## config.mk

```make
export PLATFORM = sky130hd
export DESIGN_NAME = ita_requant_output_buffer
export DESIGN_NICKNAME = d
export VERILOG_FILES = /design/src/rtl/ita_requant_output_buffer.sv
export SDC_FILE = /design/constraint.sdc
export NUM_CORES = 1
export LEC_CHECK = 0
export BUFFER_PORTS_ARGS = -buffer_cell sky130_fd_sc_hd__buf_2
export CORE_MARGIN = 1.5
export CORE_UTILIZATION = 26
export DETAILED_ROUTE_END_ITERATION = 12
export HOLD_SLACK_MARGIN = 0.06
export PLACE_DENSITY = 0.48
export SETUP_SLACK_MARGIN = 0.1
export SKIP_CTS_REPAIR_TIMING = 1
export SYNTH_ARGS = -nofsm -noshare
export SYNTH_HDL_FRONTEND = slang
export SYNTH_SLANG_ARGS = --single-unit
```

## constraint.sdc

```tcl
create_clock -name clk_i -period 25.6 [get_ports clk_i]
set_input_delay 5.12 -clock clk_i [delete_from_list [all_inputs] [get_ports clk_i]]
set_output_delay 5.12 -clock clk_i [all_outputs]
set_load 0.005 [all_outputs]
```

## src/rtl/ita_requant_output_buffer.sv

```systemverilog
// ita_requant_output_buffer: circular FIFO buffering requantized N-lane vectors for downstream.
// Ports: clk_i/rst_i (async active-high), flush_i sync clear; valid_i/data_i upstream push
// (no stall, ready_o advisory); valid_o/data_o/ready_i downstream pop; count_o occupancy;
// overflow_o sticky drop flag; sat_cnt_o saturated-lane count.
// Define ITA_OUTBUF_SAT_STATS_EN to enable saturated-lane counting (else sat_cnt_o is 0).
module ita_requant_output_buffer #(
  parameter int N     = 16,
  parameter int WI    = 8,
  parameter int DEPTH = 4
) (
  input  logic                       clk_i,
  input  logic                       rst_i,
  input  logic                       flush_i,
  input  logic                       valid_i,
  input  logic [N*WI-1:0]            data_i,
  output logic                       ready_o,
  output logic                       valid_o,
  output logic [N*WI-1:0]            data_o,
  input  logic                       ready_i,
  output logic [$clog2(DEPTH):0]     count_o,
  output logic                       overflow_o,
  output logic [31:0]                sat_cnt_o
);
  localparam int PW = $clog2(DEPTH);
  localparam int CW = PW + 1;
  typedef enum logic [1:0] {EMPTY, PARTIAL, FULL} state_t;
  state_t state_q, state_d;
  logic [N*WI-1:0] mem_q [DEPTH];
  logic [PW-1:0] wr_q, rd_q;
  logic [CW-1:0] cnt_q, cnt_d;
  logic push, pop, ovf_q;
  // a push into FULL is only allowed when the head leaves in the same cycle
  always_comb begin
    pop     = (state_q != EMPTY) & ready_i & !flush_i;
    push    = valid_i & !flush_i & ((state_q != FULL) | pop);
    cnt_d   = flush_i ? '0 : cnt_q + CW'(push) - CW'(pop);
    state_d = (cnt_d == '0) ? EMPTY : (cnt_d == CW'(DEPTH)) ? FULL : PARTIAL;
  end
  always_ff @(posedge clk_i or posedge rst_i) begin
    if (rst_i) begin
      state_q <= EMPTY;
      cnt_q   <= '0;
      wr_q    <= '0;
      rd_q    <= '0;
      ovf_q   <= 1'b0;
      for (int i = 0; i < DEPTH; i++) mem_q[i] <= '0;
    end else begin
      state_q <= state_d;
      cnt_q   <= cnt_d;
      wr_q    <= flush_i ? '0 : wr_q + PW'(push);
      rd_q    <= flush_i ? '0 : rd_q + PW'(pop);
      if (push) mem_q[wr_q] <= data_i;
      if (valid_i & (state_q == FULL) & !pop & !flush_i) ovf_q <= 1'b1;
    end
  end
  assign ready_o    = state_q != FULL;
  assign valid_o    = state_q != EMPTY;
  assign data_o     = mem_q[rd_q];
  assign count_o    = cnt_q;
  assign overflow_o = ovf_q;
`ifdef ITA_OUTBUF_SAT_STATS_EN
  localparam logic [WI-1:0] SMAX = {1'b0, {(WI-1){1'b1}}};
  localparam logic [WI-1:0] SMIN = {1'b1, {(WI-1){1'b0}}};
  logic [31:0] sat_q, nsat;
  logic [32:0] sat_sum;
  always_comb begin
    nsat = '0;
    for (int i = 0; i < N; i++)
      nsat = nsat + 32'((data_i[i*WI +: WI] == SMAX) | (data_i[i*WI +: WI] == SMIN));
    sat_sum = {1'b0, sat_q} + {1'b0, nsat};
  end
  // only accepted pushes count, so dropped and flushed vectors are excluded
  always_ff @(posedge clk_i or posedge rst_i) begin
    if (rst_i) sat_q <= '0;
    else if (push) sat_q <= sat_sum[32] ? '1 : sat_sum[31:0];
  end
  assign sat_cnt_o = sat_q;
`else
  assign sat_cnt_o = '0;
`endif
endmodule
```

==> impl_metrics.yaml <==
outcome:
  status: "finished clean"
final_layout:
  num-nets-final: 1715
  area_growth_pct: 17.7
  layout-drive-gt1-share_pct: 63.5
  regArea_um2: 13100
  utilization_pct: 31.0
  n_fill_cell: 8800
  multi_input_area_um2: 9410
timing:
  slew_viol_final: 0
  tns_ns: 0
  slew_headroom_pct: 26.5
  finalSetupViolations: 0
  fin_hold_ws_ns: 0.485
  min_period_ns: 8.90
  finalHoldViolations: 0
  finalCritPeriodShare_pct: 34.8
  clock.fmax_mhz: 112
  worst_pin_slew_ns: 1.10
  grt_setup_unrepaired: "no"
  fin_worst_skew_ns: 0.0207
power_and_ir_drop:
  power.total_mw: 2.69
  leakagePower_nw: 12.3
  pwr_density_cell_nw_per_um2: 97.6
  ir_drop_v: 0.0000500
floorplanning:
  rows: 109
  initial_utilization_pct: 26.3
  die_area_um2: 91700
  ioPinCount: 299
  core_area_um2: 88800
  die_y_um: 303
  fp.dieW_um: 303
synth:
  synth.distinct_cells: 28
  yosysWarnings: 0
  synth_area_per_cell_um2: 17.8
  synth_cells: 1315
  yosysSeqAreaShare_pct: 55.9
  netlist_area_um2: 23400
  ys_seq_elements: 522
critical_path:
  worst-setup-path-type: "register to output pin"
  start_kind: "register"
  critPathArrivalTime_ns: 3.78
  rr_worst_depth: 5
  max_stage_delay_ns: 0.97
  timing.critical_path.to_type: "output pin"
  crit_fanout: 39
  critPathMostFrequentCell: "buf_4"
  crit_chain: "buf_4, buf_4, mux4_2, buf_2"
  worst_ep_required_time_ns: 20.48
  slowest_stage: "dfrtp_4"
drt:
  vias_per_cell: 4.47
  vias: 12480
  drt_iter0_markers: 499
  dr.pass1.iters: 4
  ant_nets: 0
  drc: 0
  top_layer: "met5"
  wirelength_um: 56200
  wl_met3_um: 3370
  m1WireLength_um: 24800
  wire_per_inst_um: 20.1
  wl_met2_um: 26400
clocking:
  cts_tree: "done"
  cts_root_buf: "clkbuf_16"
  cts_buffers: 61
  clock_latency_ns: 0.64
  cts_buffer_depth: 3
  htreeDepth: 2
  clkTransAtPathRegs_ns: 0.06
  cts_sinks: 522
min_path:
  min_path_cells: 1
  hp-class: "register to register"
placed_design:
  routabilityCongestion: 0.696
  dp_hpwl_um: 34000
  placement.io_buffers: 266
grt:
  grt_pass1_vias: 13902
  grt_max_degree: 156
  grt_util_all_layers_pct: 12.3
  grt_first_pass_wirelength_um: 86600
  antenna_found_initial: 17
  overflow: 0
run:
  drv_cap: 0
through the flow:
| step | cell area [µm²] | cells | setup slack (ns) |
|---|---|---|---|
| global route | 27500 | 2790 | 16.32 |
| global placement | 25500 | 2679 | 17.15 |
| detailed placement | 25500 | 2679 | 17.10 |
| floorplan | 23500 | 1346 | 5.90 |
| finish | 27500 | 2791 | 16.70 |
| CTS | 27500 | 2789 | 16.42 |
synth_stat cells (all sizes together):
library cell | n | area share, %
and2b | 1 | 0.037
nor3 | 1 | 0.021
clkbuf | 4 | 0.064
xor2 | 1 | 0.037
mux2 | 512 | 26
nand4b | 2 | 0.075
xnor2 | 3 | 0.11
ha | 4 | 0.21
inv | 4 | 0.064
or3b | 1 | 0.048
nand2 | 1 | 0.016
nand3 | 1 | 0.021
or2 | 3 | 0.080
or2b | 1 | 0.032
fa | 1 | 0.086
and3b | 1 | 0.037
dfrtp | 522 | 56
nor2b | 4 | 0.11
mux4 | 128 | 12
nor2 | 5 | 0.080
buf | 113 | 4.3
conb | 1 | 0.016
and4 | 1 | 0.048
final cells by class:
class | instances | share of cell area, %
Tap cell | 1165 | 5.30
Clock buffer | 91 | 6.62
Inverter | 4 | 0.0818
Timing Repair Buffer | 285 | 5.45
Multi-Input combinational cell | 703 | 34.2
Clock inverter | 19 | 0.841
Antenna cell | 2 | 0.0182
Sequential cell | 522 | 47.5
power breakdown:
group	internal [mW]	switching (mW)	leakage [nW]
logic	0.386	0.220	4.65
clock network	0.538	0.349	1.02
registers	1.07	0.128	6.66
total	1.99	0.697	12.3
final timing paths:
check	start	to	slack, ns
worst min register to register	overflow_o	overflow_o	0.49
worst max register to register	state_q[0]	mem_q[370]	22.45
worst max-delay path	rd_q[1]	data_o[81]	16.70
min in group asynchronous	rst_i	mem_q[302]	4.67
worst min-delay path	overflow_o	overflow_o	0.49
max in group asynchronous	rst_i	mem_q[109]	18.02
cell usage in the layout, fill, tap and decap left out, types with 2 or more instances in the layout:
| master | count |
|---|---|
| buf_12 | 2 |
| buf_2 | 266 |
| buf_4 | 17 |
| bufinv_16 | 5 |
| clkbuf_1 | 14 |
| clkbuf_16 | 63 |
| clkbuf_8 | 14 |
| clkinv_2 | 11 |
| conb_1 | 32 |
| dfrtp_1 | 520 |
| dfrtp_4 | 2 |
| diode_2 | 2 |
| ha_1 | 4 |
| inv_1 | 3 |
| inv_6 | 2 |
| mux2_2 | 410 |
| mux2_4 | 102 |
| mux4_2 | 128 |
| nand4b_1 | 2 |
| nor2_1 | 5 |
| nor2b_1 | 4 |
| or2_2 | 3 |
| xnor2_1 | 3 |
worst max-delay path: cells and delay by family, from the launching register on:
family	cells	cell delay (ns)
multiplexers	1	0.59
buffers and inverters	3	1.49
flip-flops	1	0.97
state kept, by name (all words and copies together), names as in the netlist:
| register | count |
|---|---|
| rd_q | 2 |
| state_q | 2 |
| wr_q | 2 |
| overflow_o | 1 |
| count_o | 3 |
| mem_q | 512 |
routing by layer:
metal / vias up / GRT usage [%]
li1: 5367 / -
met1: 6732 / 16.0
met2: 244 / 19.7
met3: 111 / 3.61
met4: 26 / 4.03
met5: - / 0
cells by family after synthesis:
| logic type | after synthesis | synth area share, % |
|---|---|---|
| muxes | 640 | 38.6 |
| DFF | 522 | 55.9 |
| buffers and inverters | 121 | 4.43 |
| and+or+nand+nor | 22 | 0.605 |
| adders and majority gates | 5 | 0.300 |
| xor gates and xnor gates | 4 | 0.150 |
| other | 1 | 0.0160 |
Note: power is estimated with default switching activity, not from simulation.
